==> src/rtl/daccess_axi_pkg.sv <==
// Shared types, constants and helpers for the CPU data-access to AXI3 bridge.
package daccess_axi_pkg;

    localparam int unsigned ADDR_W = 32;
    localparam int unsigned DATA_W = 32;
    localparam int unsigned BE_W   = 4;
    localparam int unsigned ID_W   = 4;
    localparam int unsigned SIZE_W = 3;
    localparam int unsigned LEN_W  = 8;

    typedef enum logic [2:0] {
        IDLE    = 3'd0,
        RD_ADDR = 3'd1,
        RD_DATA = 3'd2,
        WR_REQ  = 3'd3,
        WR_RESP = 3'd4,
        DONE    = 3'd5
    } state_t;

    localparam logic [1:0]       AXI_BURST_INCR = 2'b01;
    localparam logic [LEN_W-1:0] AXI_LEN_SINGLE = 8'h00;

    // Map core byte enables to an AXI transfer size; odd patterns fall back to a full word.
    function automatic logic [SIZE_W-1:0] be_to_size(input logic [BE_W-1:0] be);
        logic [SIZE_W-1:0] size;
        case (be)
            4'b1111:                            size = 3'd2;
            4'b0011, 4'b1100:                   size = 3'd1;
            4'b0001, 4'b0010, 4'b0100, 4'b1000: size = 3'd0;
            default:                            size = 3'd2;
        endcase
        return size;
    endfunction

endpackage

==> src/rtl/daccess_axi_bridge.sv <==
// Bridges the core's single-outstanding data-access port onto AXI3 single-beat reads and writes.
module daccess_axi_bridge
    import daccess_axi_pkg::*;
#(
    parameter logic [ID_W-1:0] RD_ID = 4'h0,
    parameter logic [ID_W-1:0] WR_ID = 4'h1
) (
    input  logic              cpu_clk,
    input  logic              cpu_rst,

    input  logic [BE_W-1:0]   daccess_ren,
    input  logic [BE_W-1:0]   daccess_wen,
    input  logic [ADDR_W-1:0] daccess_addr,
    input  logic [DATA_W-1:0] daccess_wdata,
    output logic              daccess_valid,
    output logic [DATA_W-1:0] daccess_rdata,
    output logic              daccess_wresp,
    output logic              bus_err,

    output logic [ID_W-1:0]   arid,
    output logic [ADDR_W-1:0] araddr,
    output logic [LEN_W-1:0]  arlen,
    output logic [SIZE_W-1:0] arsize,
    output logic [1:0]        arburst,
    output logic [1:0]        arlock,
    output logic [3:0]        arcache,
    output logic [2:0]        arprot,
    output logic              arvalid,
    input  logic              arready,

    input  logic [ID_W-1:0]   rid,
    input  logic [DATA_W-1:0] rdata,
    input  logic [1:0]        rresp,
    input  logic              rlast,
    input  logic              rvalid,
    output logic              rready,

    output logic [ID_W-1:0]   awid,
    output logic [ADDR_W-1:0] awaddr,
    output logic [LEN_W-1:0]  awlen,
    output logic [SIZE_W-1:0] awsize,
    output logic [1:0]        awburst,
    output logic [1:0]        awlock,
    output logic [3:0]        awcache,
    output logic [2:0]        awprot,
    output logic              awvalid,
    input  logic              awready,

    output logic [ID_W-1:0]   wid,
    output logic [DATA_W-1:0] wdata,
    output logic [BE_W-1:0]   wstrb,
    output logic              wlast,
    output logic              wvalid,
    input  logic              wready,

    input  logic [ID_W-1:0]   bid,
    input  logic [1:0]        bresp,
    input  logic              bvalid,
    output logic              bready
);

    state_t              state;
    logic [ADDR_W-1:0]   addr_q;
    logic [DATA_W-1:0]   wdata_q;
    logic [BE_W-1:0]     be_q;
    logic [SIZE_W-1:0]   size_q;
    logic                aw_done;
    logic                w_done;
    logic                aw_fire;
    logic                w_fire;

    // Response IDs and rlast carry nothing for a single-outstanding, single-beat master.
    logic                unused_resp_fields;
    assign unused_resp_fields = ^{rid, rlast, bid};

    assign aw_fire = awvalid & awready;
    assign w_fire  = wvalid & wready;

    // Address/data channels carry the request latched in IDLE; burst attributes are fixed.
    assign arid    = RD_ID;
    assign araddr  = addr_q;
    assign arlen   = AXI_LEN_SINGLE;
    assign arsize  = size_q;
    assign arburst = AXI_BURST_INCR;
    assign arlock  = 2'b00;
    assign arcache = 4'b0000;
    assign arprot  = 3'b000;

    assign awid    = WR_ID;
    assign awaddr  = addr_q;
    assign awlen   = AXI_LEN_SINGLE;
    assign awsize  = size_q;
    assign awburst = AXI_BURST_INCR;
    assign awlock  = 2'b00;
    assign awcache = 4'b0000;
    assign awprot  = 3'b000;

    assign wid     = WR_ID;
    assign wdata   = wdata_q;
    assign wstrb   = be_q;
    assign wlast   = 1'b1;

    // Transaction FSM with registered channel handshakes, request latches and completion pulses.
    always_ff @(posedge cpu_clk or posedge cpu_rst) begin
        if (cpu_rst) begin
            state         <= IDLE;
            addr_q        <= '0;
            wdata_q       <= '0;
            be_q          <= '0;
            size_q        <= '0;
            aw_done       <= 1'b0;
            w_done        <= 1'b0;
            arvalid       <= 1'b0;
            rready        <= 1'b0;
            awvalid       <= 1'b0;
            wvalid        <= 1'b0;
            bready        <= 1'b0;
            daccess_valid <= 1'b0;
            daccess_wresp <= 1'b0;
            daccess_rdata <= '0;
            bus_err       <= 1'b0;
        end else begin
            daccess_valid <= 1'b0;
            daccess_wresp <= 1'b0;
            case (state)
                IDLE: begin
                    // A write wins when both enables are presented together.
                    if (|daccess_wen) begin
                        addr_q  <= daccess_addr;
                        wdata_q <= daccess_wdata;
                        be_q    <= daccess_wen;
                        size_q  <= be_to_size(daccess_wen);
                        aw_done <= 1'b0;
                        w_done  <= 1'b0;
                        awvalid <= 1'b1;
                        wvalid  <= 1'b1;
                        state   <= WR_REQ;
                    end else if (|daccess_ren) begin
                        addr_q  <= daccess_addr;
                        be_q    <= daccess_ren;
                        size_q  <= be_to_size(daccess_ren);
                        arvalid <= 1'b1;
                        state   <= RD_ADDR;
                    end
                end
                RD_ADDR: begin
                    if (arready) begin
                        arvalid <= 1'b0;
                        rready  <= 1'b1;
                        state   <= RD_DATA;
                    end
                end
                RD_DATA: begin
                    if (rvalid) begin
                        rready        <= 1'b0;
                        daccess_rdata <= rdata;
                        if (|rresp) begin
                            bus_err <= 1'b1;
                        end
                        daccess_valid <= 1'b1;
                        state         <= DONE;
                    end
                end
                WR_REQ: begin
                    // AW and W complete independently; leave once both have handshaken.
                    if (aw_fire) begin
                        awvalid <= 1'b0;
                        aw_done <= 1'b1;
                    end
                    if (w_fire) begin
                        wvalid <= 1'b0;
                        w_done <= 1'b1;
                    end
                    if ((aw_done | aw_fire) && (w_done | w_fire)) begin
                        bready <= 1'b1;
                        state  <= WR_RESP;
                    end
                end
                WR_RESP: begin
                    if (bvalid) begin
                        bready <= 1'b0;
                        if (|bresp) begin
                            bus_err <= 1'b1;
                        end
                        daccess_wresp <= 1'b1;
                        state         <= DONE;
                    end
                end
                DONE: begin
                    state <= IDLE;
                end
                default: begin
                    state <= IDLE;
                end
            endcase
        end
    end

endmodule

==> config.mk <==
export PLATFORM = sky130hd
export DESIGN_NAME = daccess_axi_bridge
export DESIGN_NICKNAME = d
export VERILOG_FILES = /design/src/rtl/daccess_axi_pkg.sv /design/src/rtl/daccess_axi_bridge.sv
export SDC_FILE = /design/constraint.sdc
export NUM_CORES = 1
export LEC_CHECK = 0
export BUFFER_PORTS_ARGS = -buffer_cell sky130_fd_sc_hd__buf_4
export CAP_MARGIN = 20
export CELL_PAD_IN_SITES_DETAIL_PLACEMENT = 1
export CELL_PAD_IN_SITES_GLOBAL_PLACEMENT = 2
export CORE_AREA = 2 2 145 147
export DETAILED_ROUTE_END_ITERATION = 8
export DIE_AREA = 0 0 147 149
export PLACE_DENSITY_LB_ADDON = 0.1
export SYNTH_ARGS = -nofsm -noshare
export SYNTH_HDL_FRONTEND = slang
export SYNTH_SLANG_ARGS = --single-unit
==> constraint.sdc <==
create_clock -name cpu_clk -period 11.49 [get_ports cpu_clk]
set_clock_uncertainty 0.05 [all_clocks]
set_input_delay 2.298 -clock cpu_clk [delete_from_list [all_inputs] [get_ports cpu_clk]]
set_output_delay 2.298 -clock cpu_clk [all_outputs]
set_load 0.01 [all_outputs]
==> impl_metrics.env <==
export IMPL_seq_area_frac_synth_pct=55.6
export IMPL_nNetsFinal=816
export IMPL_drive_above_1_share_pct=47.7
export IMPL_hold_viol=0
export IMPL_ys_async_sr_fraction_pct=100
export IMPL_cts_setup_buffers=0
export IMPL_synth_warnings=0
export IMPL_clk_pin_slew_ns=0.05
export IMPL_drt_wirelength_per_cell_microns=14.9
export IMPL_finalCritPeriodShare_pct=34.4
export IMPL_maxCapViolCount=0
export IMPL_status="finished clean"
export IMPL_rsz0062_at_grt="false"
export IMPL_cts_root_buffer="clkbuf_16"
export IMPL_slew_headroom_pct=33.9
export IMPL_ctsHoldBuffers=0
export IMPL_numPortBuffers=258
export IMPL_fp_dieH_microns=149
export IMPL_area_delta_synth_final_pct=45.6
export IMPL_synth_distinct_cells=33
export IMPL_synth_xor_area_share_pct=0.169
export IMPL_post_dp_cell_area_sq_um=6940
export IMPL_hpwl_microns=10700
export IMPL_synth_edff_count=0
export IMPL_cts_tree="built"
export IMPL_p_total_mw=2.21
export IMPL_htree_levels=4
export IMPL_clk_latency_ns=0.41
export IMPL_fin_area_sq_um=7530
export IMPL_ir_drop_v=0.0000987
export IMPL_ys_top_cells_by_area="dfrtp_1 (56%), buf_4 (13%), nand2_1 (8.3%)"
export IMPL_hold_ws_ns=0.411
export IMPL_power_density_nw_per_um2=293
export IMPL_synth_top_area_cell="dfrtp_1"
export IMPL_worstPathArrival_ns=4.19
export IMPL_fmax_ghz=0.253
export IMPL_synth_top_family_by_area="buffers and inverters"
export IMPL_r2r_slack_ns=9.37
export IMPL_vias=3943
export IMPL_boundaryPins=321
export IMPL_diodes=0
export IMPL_dieWidth_microns=147
export IMPL_place_gp_congestion=0.710
export IMPL_antenna_found_initial=0
export IMPL_path_max_fanout=44
export IMPL_rows=53
export IMPL_grt_first_pass_wirelength_microns=22500
export IMPL_final_min_clock_period_ns=3.95
export IMPL_critPathLaunchType="input port"
export IMPL_postLayoutCoreUtil_pct=36.6
export IMPL_track_usage_pct=13.3
export IMPL_netlist_area_sq_um=5170
export IMPL_grt_pass1_vias=3980
export IMPL_clock_sinks=115
export IMPL_leakage_nw=3.82
export IMPL_dr_first_iter_drc_count=60
export IMPL_setup_viol=0
export IMPL_synth_simple_gate_area_share_pct=10.9
export IMPL_routed_wl_microns=14600
export IMPL_synth_mux_area_share_pct=14.1
export IMPL_required_ns=11.73
export IMPL_ys_ff_latch=115
export IMPL_syn_inst=464
export IMPL_synthAdderAreaFrac_pct=0
export IMPL_n_fill_cell=2340
export IMPL_grt_overflow=0
export IMPL_coreArea_sq_um=20600
export IMPL_cts_buffers=17
export IMPL_cts_buffer_depth=2
export IMPL_netlist_area_leader_share_pct=55.6
export IMPL_ys_flop_type="dfrtp_1"
export IMPL_avgSynthCellArea_sq_um=11.2
export IMPL_drc=0
export IMPL_fin_setup_tns_ns=0
export IMPL_synth_compound_area_share_pct=4.33
export IMPL_drv_slew=0
export IMPL_antenna_left=0
export IMPL_die_area_sq_um=21900
export IMPL_cts_resized=0
export IMPL_start_util_pct=25.2
export IMPL_endpoint_kind="flop"
export IMPL_firstDrtPassIters=4
export IMPL_min_path_type="reg -> reg"
export IMPL_crit_type="in -> reg"
export IMPL_worst_slew_pin_slew_ns=0.989
export IMPL_synth_common_cells="dfrtp_1 (115), nand2_1 (115), buf_4 (87)"
export IMPL_grt_max_degree=71
export IMPL_vias_per_cell=4.02
-- sequential cells by signal, summed over array words and instances, names as in the netlist --
name and cells:
w_done 1, arsize 2, wstrb 4, arvalid 1, araddr 32, bready 1, bus_err 1, daccess_wresp 1
daccess_valid 1, aw_done 1, awvalid 1, state 3, rready 1, daccess_rdata 32, wvalid 1, wdata 32
-- worst max-delay path: stages --
cell and delay [ns]:
buf_4 0.13, or4_1 0.64, o211ai_4 0.22, buf_4 0.49, mux2_2 0.40
-- cell type report --
cell class	instances	area [sq um]	area share (%)
clock buffers	18	439	5.83
clock inverters	14	155	2.06
inverters	4	17.5	0.233
multi-input cells	292	1730	23.0
flip-flops and latches	115	2880	38.2
well taps	275	344	4.57
repair buffers	262	1970	26.1
-- cells in the final DEF (no fill, tap or decap), drive strengths merged, types with 3 or more instances in the layout --
cell / Yosys / layout
a21oi: 10 / 10
dfrtp: 115 / 115
buf: 97 / 262
nand2: 115 / 115
inv: 4 / 7
o21ai: 12 / 12
clkinvlp: 0 / 4
a31oi: 3 / 3
nor2: 10 / 10
mux2: 65 / 65
clkinv: 0 / 5
conb: 2 / 53
clkbuf: 7 / 18
nor3: 3 / 3
-- through the flow --
stage | cells | setup slack, ns
2_1_floorplan | 515 | 6.10
3_3_place_gp | 948 | 7.12
3_5_place_dp | 948 | 7.09
4_1_cts | 980 | 7.53
5_1_grt | 980 | 7.45
6_report | 980 | 7.54
-- routing by layer --
layer | vias to the layer above | track usage [%] | wire length (microns)
met2 | 193 | 22.3 | 7010
met5 | - | 0 | 0
met4 | 0 | 4.62 | 188
li1 | 1844 | - | -
met3 | 17 | 5.02 | 1370
met1 | 1889 | 15.7 | 6040
-- cells by family (layout without fill, tap and decap cells) --
group | after synthesis | in the layout
other | 2 | 53
AOI/OAI and AO/OA | 35 | 35
xor gates and xnor gates | 1 | 1
muxes | 65 | 65
DFF | 115 | 115
buffers and inverters | 108 | 298
and+or+nand+nor | 138 | 138
-- report_power, final --
| part | switching, mW | leakage, nW | internal (mW) | total (mW) |
|---|---|---|---|---|
| logic | 0.446 | 2.16 | 0.493 | 0.939 |
| registers | 0.132 | 1.39 | 0.605 | 0.737 |
| clock network | 0.206 | 0.281 | 0.328 | 0.533 |
-- path summary, 6_finish.rpt --
path / start / end / depth (start not counted)
setup / recovery: daccess_ren[2] / araddr[29]$_DFFE_PP0P_ / 5
hold / removal: bus_err$_DFFE_PP0P_ / bus_err$_DFFE_PP0P_ / 1
setup reg to reg: state[2]$_DFFE_PP0P_ / daccess_rdata[5]$_DFFE_PP0P_ / 3
hold reg to reg: bus_err$_DFFE_PP0P_ / bus_err$_DFFE_PP0P_ / 1
max in group asynchronous: cpu_rst / araddr[26]$_DFFE_PP0P_ / 3
min in group asynchronous: cpu_rst / daccess_rdata[20]$_DFFE_PP0P_ / 2
No activity file was read; power rests on OpenSTA's default activity.
